`src/rtl/uart_pkg.sv`:
```
// Shared UART definitions: FSM state encoding, frame constants and frame-length arithmetic.
package uart_pkg;

    typedef enum logic [1:0] {
        IDLE  = 2'd0,
        COUNT = 2'd1,
        DONE  = 2'd2
    } state_e;

    localparam int unsigned START_BITS = 1;
    localparam int unsigned MIN_DATA   = 5;
    localparam int unsigned MIN_STOP   = 1;
    localparam int unsigned LEN_W      = 8;

    // Unclamped frame length: start + data + optional parity + one or two stop bits.
    function automatic logic [LEN_W-1:0] calc_frame_len(
        input logic [1:0] data_bits,
        input logic       parity_en,
        input logic       stop2
    );
        return LEN_W'(START_BITS) + LEN_W'(MIN_DATA) + LEN_W'(data_bits)
             + LEN_W'(parity_en) + LEN_W'(MIN_STOP) + LEN_W'(stop2);
    endfunction

endpackage

```
`src/rtl/tx_frame_len.sv`:
```
// Combinational frame-length calculator with clamp to MAX_FRAME; shared by TX and RX counters.
module tx_frame_len
    import uart_pkg::*;
#(
    parameter int unsigned CNT_W     = 4,
    parameter int unsigned MAX_FRAME = 12
) (
    input  logic [1:0]       data_bits_i,
    input  logic             parity_en_i,
    input  logic             stop2_i,
    output logic [CNT_W-1:0] frame_len_o
);

    logic [LEN_W-1:0] raw_len;
    logic [LEN_W-1:0] clamped_len;

    assign raw_len     = calc_frame_len(data_bits_i, parity_en_i, stop2_i);
    assign clamped_len = (raw_len > LEN_W'(MAX_FRAME)) ? LEN_W'(MAX_FRAME) : raw_len;
    assign frame_len_o = CNT_W'(clamped_len);

endmodule

```
`src/rtl/tx_frame_bit_counter.sv`:
```
// Counts baud ticks across one TX frame whose length is latched at frame start;
// reports bit index, shift strobe, done level/pulse and abort pulse to the TX controller.
module tx_frame_bit_counter
    import uart_pkg::*;
#(
    parameter int unsigned CNT_W     = 4,
    parameter int unsigned MAX_FRAME = 12
) (
    input  logic             clk,
    input  logic             reset,
    input  logic             btu,
    input  logic             doit,
    input  logic [1:0]       data_bits,
    input  logic             parity_en,
    input  logic             stop2,
    output logic [CNT_W-1:0] bit_idx,
    output logic [CNT_W-1:0] frame_len,
    output logic             shift,
    output logic             done,
    output logic             done_pulse,
    output logic             abort
);

    state_e           state_q, state_d;
    logic [CNT_W-1:0] bit_idx_q, bit_idx_d;
    logic [CNT_W-1:0] frame_len_q, frame_len_d;
    logic             done_q, done_d;
    logic             done_pulse_q, done_pulse_d;
    logic             abort_q, abort_d;
    logic [CNT_W-1:0] cfg_len;
    logic             last_bit;

    tx_frame_len #(
        .CNT_W     (CNT_W),
        .MAX_FRAME (MAX_FRAME)
    ) u_frame_len (
        .data_bits_i (data_bits),
        .parity_en_i (parity_en),
        .stop2_i     (stop2),
        .frame_len_o (cfg_len)
    );

    assign last_bit = (bit_idx_q == (frame_len_q - CNT_W'(1)));

    // State and registered outputs
    always_ff @(posedge clk) begin
        if (reset) begin
            state_q      <= IDLE;
            bit_idx_q    <= '0;
            frame_len_q  <= '0;
            done_q       <= 1'b0;
            done_pulse_q <= 1'b0;
            abort_q      <= 1'b0;
        end else begin
            state_q      <= state_d;
            bit_idx_q    <= bit_idx_d;
            frame_len_q  <= frame_len_d;
            done_q       <= done_d;
            done_pulse_q <= done_pulse_d;
            abort_q      <= abort_d;
        end
    end

    // Next state and next count; a dropped doit takes priority over a same-cycle tick
    always_comb begin
        state_d     = state_q;
        bit_idx_d   = bit_idx_q;
        frame_len_d = frame_len_q;
        unique case (state_q)
            IDLE: begin
                bit_idx_d = '0;
                if (doit) begin
                    state_d     = COUNT;
                    frame_len_d = cfg_len;
                end
            end
            COUNT: begin
                if (!doit) begin
                    state_d   = IDLE;
                    bit_idx_d = '0;
                end else if (btu) begin
                    if (last_bit) begin
                        state_d   = DONE;
                        bit_idx_d = frame_len_q;
                    end else begin
                        bit_idx_d = bit_idx_q + CNT_W'(1);
                    end
                end
            end
            DONE: begin
                if (!doit) begin
                    state_d   = IDLE;
                    bit_idx_d = '0;
                end
            end
            default: begin
                state_d   = IDLE;
                bit_idx_d = '0;
            end
        endcase
    end

    // Output decode: shift is same-cycle, the rest feed output registers
    always_comb begin
        shift        = btu & doit & (state_q == COUNT) & ~last_bit;
        done_d       = (state_d == DONE);
        done_pulse_d = (state_q == COUNT) & (state_d == DONE);
        abort_d      = (state_q == COUNT) & ~doit;
    end

    assign bit_idx    = bit_idx_q;
    assign frame_len  = frame_len_q;
    assign done       = done_q;
    assign done_pulse = done_pulse_q;
    assign abort      = abort_q;

endmodule
```
`config.mk`:
```
export PLATFORM = sky130hd
export DESIGN_NAME = tx_frame_bit_counter
export DESIGN_NICKNAME = d
export VERILOG_FILES = /design/src/rtl/uart_pkg.sv /design/src/rtl/tx_frame_len.sv /design/src/rtl/tx_frame_bit_counter.sv
export SDC_FILE = /design/constraint.sdc
export NUM_CORES = 1
export LEC_CHECK = 0
export CORE_ASPECT_RATIO = 1.2
export CORE_MARGIN = 2
export CORE_UTILIZATION = 49
export CTS_BUF_LIST = sky130_fd_sc_hd__clkbuf_2 sky130_fd_sc_hd__clkbuf_4 sky130_fd_sc_hd__clkbuf_8
export DETAILED_ROUTE_END_ITERATION = 7
export PLACE_DENSITY = 0.9
export SYNTH_ARGS = -nofsm -noshare
export SYNTH_HDL_FRONTEND = slang
export SYNTH_SLANG_ARGS = --single-unit
```
`constraint.sdc`:
```
create_clock -name clk -period 5.24 [get_ports clk]
set_input_delay 0.524 -clock clk [delete_from_list [all_inputs] [get_ports clk]]
set_output_delay 0.524 -clock clk [all_outputs]
set_load 0.01 [all_outputs]
```
After elaboration in Yosys (flattened, before gate mapping)
Index checks and enable logic that the tools add are counted.
{"block": "totals", "register_bits": 13, "output_inout_bits": 12}
{"block": "op_classes", "add_sub_neg": 6, "magnitude_cmp": 1, "n_eq_ne": 6, "mux": 12, "n_bitwise": 7, "n_reduce_logical": 3}
{"op": "$mux W4", "n": 5}
{"op": "$add A8 B1 Y8", "n": 2}
{"op": "$mux W2", "n": 5}
{"op": "$add A8 B1 Y8 const B", "n": 1}
{"op": "$gt A8 B4 Y1 const B", "n": 1}
{"op": "$pmux W4 S2", "n": 1}
{"op": "$pmux W2 S3", "n": 1}
{"op": "$and A1 B1 Y1", "n": 5}
{"op": "$add A3 B2 Y4 const A", "n": 1}
{"op": "$add A4 B1 Y4 const B", "n": 1}
{"op": "$eq A2 B2 Y1 const B", "n": 2}
{"op": "$eq A4 B4 Y1", "n": 1}
{"op": "$reduce_and A2 Y1", "n": 2}
{"op": "$sub A4 B1 Y4 const B", "n": 1}
{"op": "$ne A3 B3 Y1 const B", "n": 1}
{"op": "$eq A2 B1 Y1 const B", "n": 1}
{"op": "$logic_not A2 Y1", "n": 1}
{"op": "$ne A2 B2 Y1 const B", "n": 1}
{"op": "$not A1 Y1", "n": 2}

Depth between registers and ports, before layout
{"block": "depth", "word_depth": 8, "mapped_depth": 9}

Modules after synthesis
A second synthesis with hierarchy kept.
{"block": "unflattened", "cells_unflattened": 95, "hier_area_um2": 845.8}
{"mod": "tx_frame_bit_counter", "n_inst": 1, "cells_per_inst": 81, "area_per_inst_um2": 710.7}
{"mod": "tx_frame_len", "n_inst": 1, "cells_per_inst": 14, "area_per_inst_um2": 135.1}

Least setup slack after synthesis
OpenSTA, ideal clock, no wires.
{"block": "synth_timing", "path_kind": "input to register", "startpoint": "input data_bits[0]", "endpoint": "register frame_len_q[1] (netlist: frame_len[1])", "arrival_time_ps": 2098, "path_slack_ps": 3071, "cell_stages": 8, "path_buffers": 0, "path_cell_list": "inv_1 > ha_1 > inv_1 > ha_1 > inv_1 > fa_1 > or4b_1 > a21oi_1"}
{"block": "synth_via", "elab_chain_cells": 6}
{"item": "start: declaration", "line": "tx_frame_bit_counter.sv:13", "text": "input logic [1:0] data_bits,"}
{"item": "$add A3 B2 Y4 (*)", "line": "uart_pkg.sv:21", "text": "return LEN_W'(START_BITS) + LEN_W'(MIN_DATA) + LEN_W'(data_bits)"}
{"item": "$add A8 B1 Y8 (*) (3 in series)", "line": "uart_pkg.sv:22", "text": "+ LEN_W'(parity_en) + LEN_W'(MIN_STOP) + LEN_W'(stop2);"}
{"item": "$gt A8 B4 Y1", "line": "tx_frame_len.sv:18", "text": "assign clamped_len = (raw_len > LEN_W'(MAX_FRAME)) ? LEN_W'(MAX_FRAME) : raw_len;"}
{"item": "$mux W4 (*)", "line": "tx_frame_len.sv:18"}
{"item": "end signal: assignment", "line": "tx_frame_bit_counter.sv:57", "text": "frame_len_q <= frame_len_d;"}
{"item": "end: declaration", "line": "tx_frame_bit_counter.sv:26", "text": "logic [CNT_W-1:0] frame_len_q, frame_len_d;"}
Mark *: on every way between the ends. The rest lies on a longest branch, timed or not.
A chain may end at the register's enable or synchronous reset.

Final worst setup path
{"block": "layout_timing", "startpoint": "register frame_len_q[0] (netlist: frame_len[0])", "endpoint": "output shift"}
{"block": "layout_via", "elab_chain_cells": 4}
{"item": "$sub A4 B1 Y4", "line": "tx_frame_bit_counter.sv:43", "text": "assign last_bit = (bit_idx_q == (frame_len_q - CNT_W'(1)));"}
{"item": "$eq A4 B4 Y1", "line": "tx_frame_bit_counter.sv:43"}
{"item": "$not A1 Y1", "line": "tx_frame_bit_counter.sv:105", "text": "shift = btu & doit & (state_q == COUNT) & ~last_bit;"}
{"item": "$and A1 B1 Y1", "line": "tx_frame_bit_counter.sv:105"}
{"item": "end: declaration", "line": "tx_frame_bit_counter.sv:18", "text": "output logic shift,"}
No other way between the ends.

==> qor.yml <==
clockBufferDepth: 2
cts_setup_buffers: 0
ios: 20
first_iter_violations: 8
p_sw_share_pct: 27.9
clockRootBuffer: "clkbuf_4"
cts_max_level: 1
wl_per_cell_um: 11.8
fin_area_um2: 1030
vdd_ir_drop_max_v: 0.000118
rsz0062_at_grt: "false"
ys_seq_elements: 13
clock_sinks: 13
cp.required_ns: 4.72
nFillCells: 122
syn_inst: 92
dieArea_um2: 1960
cp.buffers_inverters: 2
tightest_slew_ns: 0.455
fin_nets: 130
ctsResizeCount: 0
fp.dieH_um: 48.1
slew_headroom_pct: 69.5
power.switching_uw: 62.0
drtAntennaViolNets: 0
fmax_ghz: 0.353
portBuffers: 19
worstSkewPairLatency_ns: 0.28
max_stage_delay_ns: 0.49
p_comb_share_pct: 20.7
skew_ns: 0.00141
via_per_inst: 5.50
synth_area_per_cell_um2: 8.62
numCtsBuffers: 3
syn_area_um2: 793
cp_top_family: "buffers and inverters"
layout-drive-gt1-share_pct: 8.77
wl_um: 1540
synth_top_cell_by_area: "dfxtp_1"
r2r_cells: 7
cp_slowest_cell: "clkdlybuf4s50_1"
clkPwrFrac_pct: 31.4
power_density_nw_per_um2: 216
startpoint_type: "flop"
endpoint_kind: "primary output"
status: "finished clean"
yosysWarnings: 0
cp.arrival_ns: 2.31
period_share_pct: 54.0
setup_tns_ns: 0
synth.distinct_cells: 29
firstDrtPassIters: 4
cp_common_cell: "xnor2_1"
grt_pass1_vias: 639
drt_drc_violations_left: 0
start_util_pct: 53.5
path_max_fanout: 8
seqPwrFrac_pct: 47.9
min_path_type: "flop to flop"
place_congestion: 0.755
diodes: 0
core_um2: 1480
reg2reg_slack_ns: 3.36
yosys.area.top_type_share_pct: 32.8
syn_to_final_growth_pct: 30.0
p_leak_uw: 0.000384
yosysSeqAreaShare_pct: 32.8
cp_num_cells: 7
ctsHoldBuffers: 0
grt_usage_pct: 19.8
path_class: "flop to primary output"
seq_area_um2: 260
p_int_uw: 160
cts_tree: "built"
die_x_um: 40.7
multi_input_area_um2: 495
vias: 721
grt_max_degree: 12
hold_viol_final: 0
postPlaceCellArea_um2: 1000
grt-ovfl-total: 0
yosys-top-cells-area: "dfxtp_1, ha_1, xnor2_1"
grt_pass1_wl_um: 2480
path_cells: "inv_1 > ha_1 > xnor2_1 > xnor2_1 > nor3_2 > nor2_1 > clkdlybuf4s50_1"
syn-num-nets: 107
hpwl_um: 1180
drv_cap: 0
fin_crit_ns: 2.83
hold_depth: 2
finalSetupViolCount: 0
fp-row-count: 15
antenna_found_initial: 0
final_max_slew_viol_count: 0
path_clk_slew_ns: 0.08
cells in the final DEF, fill, tap and decap left out, types with 2 or more instances in the layout:
cell type / n
clkdlybuf4s50_1: 19
nor2_1: 7
xor2_1: 3
a32oi_1: 3
a21oi_1: 9
xnor2_1: 6
or2_2: 2
nand2b_1: 4
nand4b_1: 2
nor3_2: 2
inv_1: 9
ha_1: 6
dfxtp_1: 13
nand2_1: 9
or3_1: 2
clkbuf_4: 4
per-stage QoR:
stage	total power, µW	util (%)	hold WS, ns	setup WS (ns)	std cells
2_1_floorplan	137	-	0.502	3.07	92
3_3_place_gp	153	67.5	0.489	2.58	127
3_5_place_dp	155	67.5	0.501	2.52	127
4_1_cts	224	69.5	0.527	2.40	131
5_1_grt	235	69.5	0.547	2.18	131
6_report	222	69.5	0.526	2.41	131
metal layers:
layer	routed length (µm)	GRT usage [%]	up-vias
li1	-	-	363
met1	643	19.0	331
met2	801	34.9	22
met3	49	4.65	5
met4	44	16.0	0
met5	0	0	-
Yosys cell counts (all sizes together):
library cell	count
a31oi	1
dfxtp	13
and2	1
nor3b	1
xor2	3
a32oi	3
o211ai	1
o21ai	1
nor4	1
ha	6
fa	1
or4b	1
clkbuf	1
nor2	7
nand3	1
a21oi	9
nand4b	2
or4	1
nand2	9
or3	2
a211oi	1
or2	2
a311oi	1
nand2b	5
nor3	3
inv	9
xnor2	6
cell type report:
cell class                      instances  share of cell area [%]
Clock buffer                            4                    2.91
Inverter                                9                    3.28
Multi-Input combinational cell         69                    48.1
Sequential cell                        13                    25.2
Tap cell                               17                    2.06
Timing Repair Buffer                   19                    18.4
path summary, 6_finish.rpt:
path | from | to
setup / recovery | frame_len[0] | shift
setup reg to reg | frame_len[0] | bit_idx[3]
hold reg to reg | frame_len[0] | frame_len[0]
hold / removal | frame_len[0] | frame_len[0]
logic make-up (layout without fill, tap and decap cells):
group,count (synthesis),after routing,share of synthesized area (%)
AND/OR/NAND/NOR,36,36,27.1
AO/OA/AOI/OAI,17,17,13.4
flip-flops,13,13,32.8
buffers and inverters,10,32,4.73
XOR/XNOR,9,9,9.94
adder cells (fa/ha/maj),7,7,12.0
power by group through the flow:
| stage | registers, µW | logic, µW | clock network [µW] |
|---|---|---|---|
| finish | 106 | 46.1 | 69.7 |
| global route | 107 | 51.8 | 76.0 |
| CTS | 106 | 46.4 | 71.4 |
| detailed placement | 109 | 46.0 | 0 |
| global placement | 109 | 44.5 | 0 |
| floorplan | 109 | 27.8 | 0 |
worst reg2reg max path: stages, from the launching register on:
cell and delay [ns]:
dfxtp_1 0.42, inv_1 0.07, ha_1 0.20, xnor2_1 0.13
xnor2_1 0.18, nor3_2 0.44, a32oi_1 0.20, a21oi_1 0.17
state kept, by name, summed over array words and instances (netlist names):
signal      flops
abort           1
done            1
state_q         2
frame_len       4
done_pulse      1
bit_idx         4
Note: power is estimated with default switching activity, not from simulation.
